===== config.mk =====
export PLATFORM = sky130hd
export DESIGN_NAME = bcd_counter
export DESIGN_NICKNAME = d
export VERILOG_FILES = /design/src/rtl/bcd_counter_pkg.sv /design/src/rtl/bcd_digit_step.sv /design/src/rtl/bcd_counter.sv
export SDC_FILE = /design/constraint.sdc
export NUM_CORES = 1
export LEC_CHECK = 0
export ABC_AREA = 1
export ABC_CLOCK_PERIOD_IN_PS = 1750
export CAP_MARGIN = 20
export CORE_AREA = 2 2 39 41
export DETAILED_ROUTE_END_ITERATION = 8
export DIE_AREA = 0 0 41 43
export GPL_ROUTABILITY_DRIVEN = 1
export PLACE_DENSITY_LB_ADDON = 0.3
export SLEW_MARGIN = 40
export SYNTH_ARGS = -nofsm -noshare
export SYNTH_HDL_FRONTEND = slang
export SYNTH_SLANG_ARGS = --single-unit

===== constraint.sdc =====
create_clock -name clk -period 1.75 [get_ports clk]
set_input_delay 0.4375 -clock clk [delete_from_list [all_inputs] [get_ports clk]]
set_output_delay 0.4375 -clock clk [all_outputs]
set_load 0.02 [all_outputs]

===== src/rtl/bcd_counter_pkg.sv =====
// Shared constants and helpers for the single-digit BCD up/down counter.
// Holds the digit width, the legal digit range and the step-operation decode.
package bcd_counter_pkg;

  localparam int unsigned DIGIT_W = 4;

  typedef logic [DIGIT_W-1:0] bcd_t;

  localparam bcd_t BCD_MAX = 4'd9;
  localparam bcd_t BCD_MIN = 4'd0;

  typedef enum logic [1:0] {
    STEP_HOLD = 2'd0,
    STEP_INC  = 2'd1,
    STEP_DEC  = 2'd2
  } step_op_e;

  // Both enables together cancel out, so neither direction has priority.
  function automatic step_op_e decode_op(input logic inc, input logic dec);
    step_op_e op;
    op = STEP_HOLD;
    if (inc && !dec) begin
      op = STEP_INC;
    end else if (dec && !inc) begin
      op = STEP_DEC;
    end
    return op;
  endfunction

  function automatic logic is_legal(input bcd_t digit);
    return (digit <= BCD_MAX);
  endfunction

endpackage


===== src/rtl/bcd_digit_step.sv =====
// Combinational next-digit function: +1/-1 with 9<->0 wrap, hold when idle.
// An illegal code (10..15) recovers to 0 on any enabled step and is kept on hold.
module bcd_digit_step
  import bcd_counter_pkg::*;
(
  input  logic [DIGIT_W-1:0] digit,
  input  logic               inc,
  input  logic               dec,
  output logic [DIGIT_W-1:0] next_digit
);

  step_op_e w_op;

  assign w_op = decode_op(inc, dec);

  always_comb begin
    next_digit = digit;
    if (w_op != STEP_HOLD) begin
      if (!is_legal(digit)) begin
        next_digit = BCD_MIN;
      end else if (w_op == STEP_INC) begin
        next_digit = (digit == BCD_MAX) ? BCD_MIN : digit + 4'd1;
      end else begin
        next_digit = (digit == BCD_MIN) ? BCD_MAX : digit - 4'd1;
      end
    end
  end

endmodule


===== src/rtl/bcd_counter.sv =====
// Single BCD digit up/down counter; count updates one clk edge after up/down.
// Asynchronous active-high reset clears the digit immediately.
module bcd_counter
  import bcd_counter_pkg::*;
(
  output logic [DIGIT_W-1:0] count,
  input  logic               up,
  input  logic               down,
  input  logic               clk,
  input  logic               reset
);

  logic [DIGIT_W-1:0] w_next;

  bcd_digit_step u_step (
    .digit      (count),
    .inc        (up),
    .dec        (down),
    .next_digit (w_next)
  );

  // count is the state register itself, so no logic sits between it and the port.
  always_ff @(posedge clk or posedge reset) begin
    if (reset) begin
      count <= BCD_MIN;
    end else begin
      count <= w_next;
    end
  end

endmodule


# Word-level counts from Yosys, hierarchy flattened
# Cells that the tools add are included.
[classes]
addsub = 2
mul = 0
n_div = 0
order_cmp = 1
eq_ne = 2
shift = 0
mux = 6
n_bitwise = 0
n_reduce_logical = 6
[ops]
columns = ["op", "n"]
rows = [
  ["2-to-1 mux 4 bit", 4],
  ["adder 4 x 1 -> 4 bit, second input constant", 1],
  ["== test 4 bit, second input constant", 1],
  ["less-or-equal comparator 4 bit, second input constant", 1],
  ["logical NOT 4 bit", 1],
  ["2-to-1 mux 2 bit", 2],
  ["subtractor 4 x 1 -> 4 bit, second input constant", 1],
  ["== test 2 x 1 -> 1 bit, second input constant", 1],
  ["logical AND 1 bit", 2],
  ["logical NOT 1 bit", 2],
  ["nonzero test 2 bit", 1],
]
[word_totals]
ff_bits = 4
latchBits = 0
mem_bits_rw = 0
romBits = 0
inputBits = 4
out_inout_bits = 4
word_cells = 18
memories = 0

# Depth between registers and ports, before layout
[logic_depth]
depth_word = 7
ltp_mapped = 8
ltp_nobuf = 8

# Cells and area by module
# A second synthesis with hierarchy kept.
[unflattened]
cells_unflattened = 52
area_unflattened_um2 = 342.8
[modules_own_cells]
columns = ["mod", "n_inst", "cells_per_inst", "area_per_inst_um2", "seq_area_each_um2"]
rows = [
  ["bcd_digit_step", 1, 47, 239.0, 0.0],
  ["bcd_counter", 1, 5, 103.8, 100.1],
]

# Worst setup path after synthesis
# No wires, ideal clock.
[synth_timing]
kind = "input-to-reg"
startpoint = "input port down"
endpoint = "register count[1]"
setup_ns = 0.121
arrival_time_ns = 1.107
required_ns = 1.629
setup_slack_ns = 0.522
path_stages = 7
path_buffers = 0
path_cell_list = "inv_1 -> ha_1 -> inv_1 -> o21ai_1 -> inv_1 -> nand3_1 -> o21ai_1"
[synth_via]
elab_chain_len = 6
[synth_lines]
columns = ["element", "line_no", "rtl"]
rows = [
  ["from (decl)", "bcd_counter.sv:8", "input logic down,"],
  ["logical AND 1 bit / logical NOT 1 bit (equally long branches)", "bcd_counter_pkg.sv:24, bcd_counter_pkg.sv:22", ""],
  ["2-to-1 mux 2 bit / logical AND 1 bit (equally long branches)", "bcd_counter_pkg.sv:24, bcd_counter_pkg.sv:22", ""],
  ["2-to-1 mux 2 bit (*)", "bcd_counter_pkg.sv:22", "if (inc && !dec) begin"],
  ["== test 2 x 1 -> 1 bit", "bcd_digit_step.sv:21", "end else if (w_op == STEP_INC) begin"],
  ["2-to-1 mux 4 bit", "bcd_digit_step.sv:21", ""],
  ["2-to-1 mux 4 bit", "bcd_digit_step.sv:19", "if (!is_legal(digit)) begin"],
  ["to (signal assigned)", "bcd_counter.sv:27", "count <= w_next;"],
  ["to (decl)", "bcd_counter.sv:6", "output logic [DIGIT_W-1:0] count,"],
]
# Mark *: on every way between the ends. The rest lies on a longest branch, timed or not.
# A chain may end at the register's enable or synchronous reset.

# Final worst setup path
[layout_timing]
startpoint = "register count[3]"
endpoint = "output port count[3]"
# No word-level cell between the ends.

==> impl_metrics.ini <==
[floorplan]
num_rows = 14
die_area_sq_um = 1760
initial_core_util = 0.244
pin_count = 8
chipHeight_um = 43
core_sq_um = 1380
dieWidth_um = 41

[finish]
antenna_cells = 0
finish.utilization = 0.344
largest-register = count
fin_cells = 89
largest_reg_flops = 4
final_nets = 80
stdcell_area_sq_um = 475
drive_gt1_frac = 0.123
reg_top3 = count (4)
area_growth_pct = 40.7

[grt]
grt_pass1_vias = 369
grtUsageTotal = 0.122
grt_pass1_wl_um = 1440
grt_max_degree = 10
antenna_found_initial = 0
grt-ovfl-total = 0

[clock_tree]
numCtsBuffers = 3
clk_pin_slew_ns = 0.04
cts_tree = yes
cts_setup_buffers = 0
htreeDepth = 1
clock_sinks = 4
cts_root_buffer = clkbuf_4
cts_max_path_buffers = 2
clk_latency_ns = 0.25

[placement]
placed_cell_area_sq_um = 454
hpwl_um = 612
routabilityCongestion = 0.853
pre_cts_slack_ns = 0.0476
dpl.cell_count = 86
io_buffers = 7

[power]
leakagePower_nw = 0.273
power_mw = 0.819
peakVddDrop_mv = 0.492
power.density_nw_per_um2 = 1720

[logic_synthesis]
syn_avg_cell_area_sq_um = 5.73
syn_area_sq_um = 338
synth_nets = 64
syn_inst = 59
ys_ff_latch = 4
seq_area_frac_synth = 0.296
yosys_warnings = 0
synth_cell_type_count = 11

[detailed_routing]
antenna_left = 0
routed_wl_um = 770
drt_iter0_markers = 10
vias = 382
drtPass1Iterations = 2
drcViolationCount = 0
viasPerCell = 4.29
wire_per_inst_um = 8.65

[timing]
hold_ws_ns = 0.377
hold_violations = 0
skew_ns = 0.00634
grt_setup_unrepaired = false
final.min_clock_period_ns = 1.65
tightest_slew_ns = 0.220
maxSlewViolCount = 0
finalSetupViolCount = 0
setup_slack_ns = 0.101
final.setup.tns_ns = 0
finalCritPeriodShare = 0.942
max_slew_margin = 0.853
fmaxAchievable_mhz = 606

[critical_path]
path_class = register to primary output
cp_max_fo = 2
arrival_ns = 1.21
critPathLaunchType = register
critical_path.top_delay_family = buffers and inverters
critPathRequiredTime_ns = 1.31
critPathBufInv = 1
worstSetupEndpointType = primary output
path_cells = clkdlybuf4s50_1
cpPeakStageDelay_ns = 0.62
cp_slowest_cell = clkdlybuf4s50_1

[status]
outcome = completed

[run]
maxCapViolCount = 0

[worst_hold_path]
holdCritPathClass = input pin to asynchronous set/reset pin
power by group:
group          switching (mW)  internal, mW
sequential             0.0340         0.134
combinational           0.310         0.218
clock                  0.0450        0.0772
cells in the mapped netlist:
cell type,n,area share
nand2_1,26,0.29
inv_1,9,0.10
nand3_1,7,0.10
nor2_1,6,0.067
dfrtp_1,4,0.30
o21ai_1,2,0.030
buf_6,1,0.033
clkinv_1,1,0.011
ha_1,1,0.037
nor2_2,1,0.019
o21ai_0,1,0.015
cell usage in the layout, fill, tap and decap left out, drive strengths merged, types with 3 or more instances in the layout:
| cell type | instances |
|---|---|
| nand2 | 26 |
| inv | 9 |
| nand3 | 7 |
| nor2 | 7 |
| clkdlybuf4s50 | 6 |
| buf | 5 |
| dfrtp | 4 |
| clkbuf | 3 |
| o21ai | 3 |
what timing repair did:
item	CTS	global route
hold buffers	0	0
endpoints found under the hold margin	0	0
setup endpoints to repair	1	0
resized for setup	1	0
per-layer routing:
metal	GRT usage	part of all wire	up-vias
li1	-	-	207
met1	0.163	0.48	164
met2	0.166	0.45	9
met3	0.0314	0.032	2
met4	0.0800	0.036	0
met5	0	0	-
final cells by class:
cell class | count | area [sq um]
Inverter | 10 | 37.5
Tap cell | 16 | 20.0
Timing Repair Buffer | 12 | 106
Clock buffer | 3 | 22.5
Sequential cell | 4 | 100
Fill cell | 158 | 908
Multi-Input combinational cell | 44 | 189
path summary, 6_finish.rpt:
path	start	endpoint	slack (ns)	cells after the start
setup / recovery	count[3]	count[3]	0.10	1
min in group clk	count[1]	count[1]	0.63	2
setup reg to reg	count[2]	count[3]	0.58	7
hold / removal	reset	count[1]	0.38	2
hold reg to reg	count[1]	count[1]	0.63	2
max in group asynchronous	reset	count[2]	1.22	2
cells by family (layout without fill, tap and decap cells):
group | count (synthesis) | in the layout | share of synthesized area
DFF | 4 | 4 | 0.296
adders and majority gates | 1 | 1 | 0.0370
and+or+nand+nor | 40 | 40 | 0.478
buffers and inverters | 11 | 25 | 0.144
AOI/OAI and AO/OA | 3 | 3 | 0.0444
Note: power is estimated with default switching activity, not from simulation.
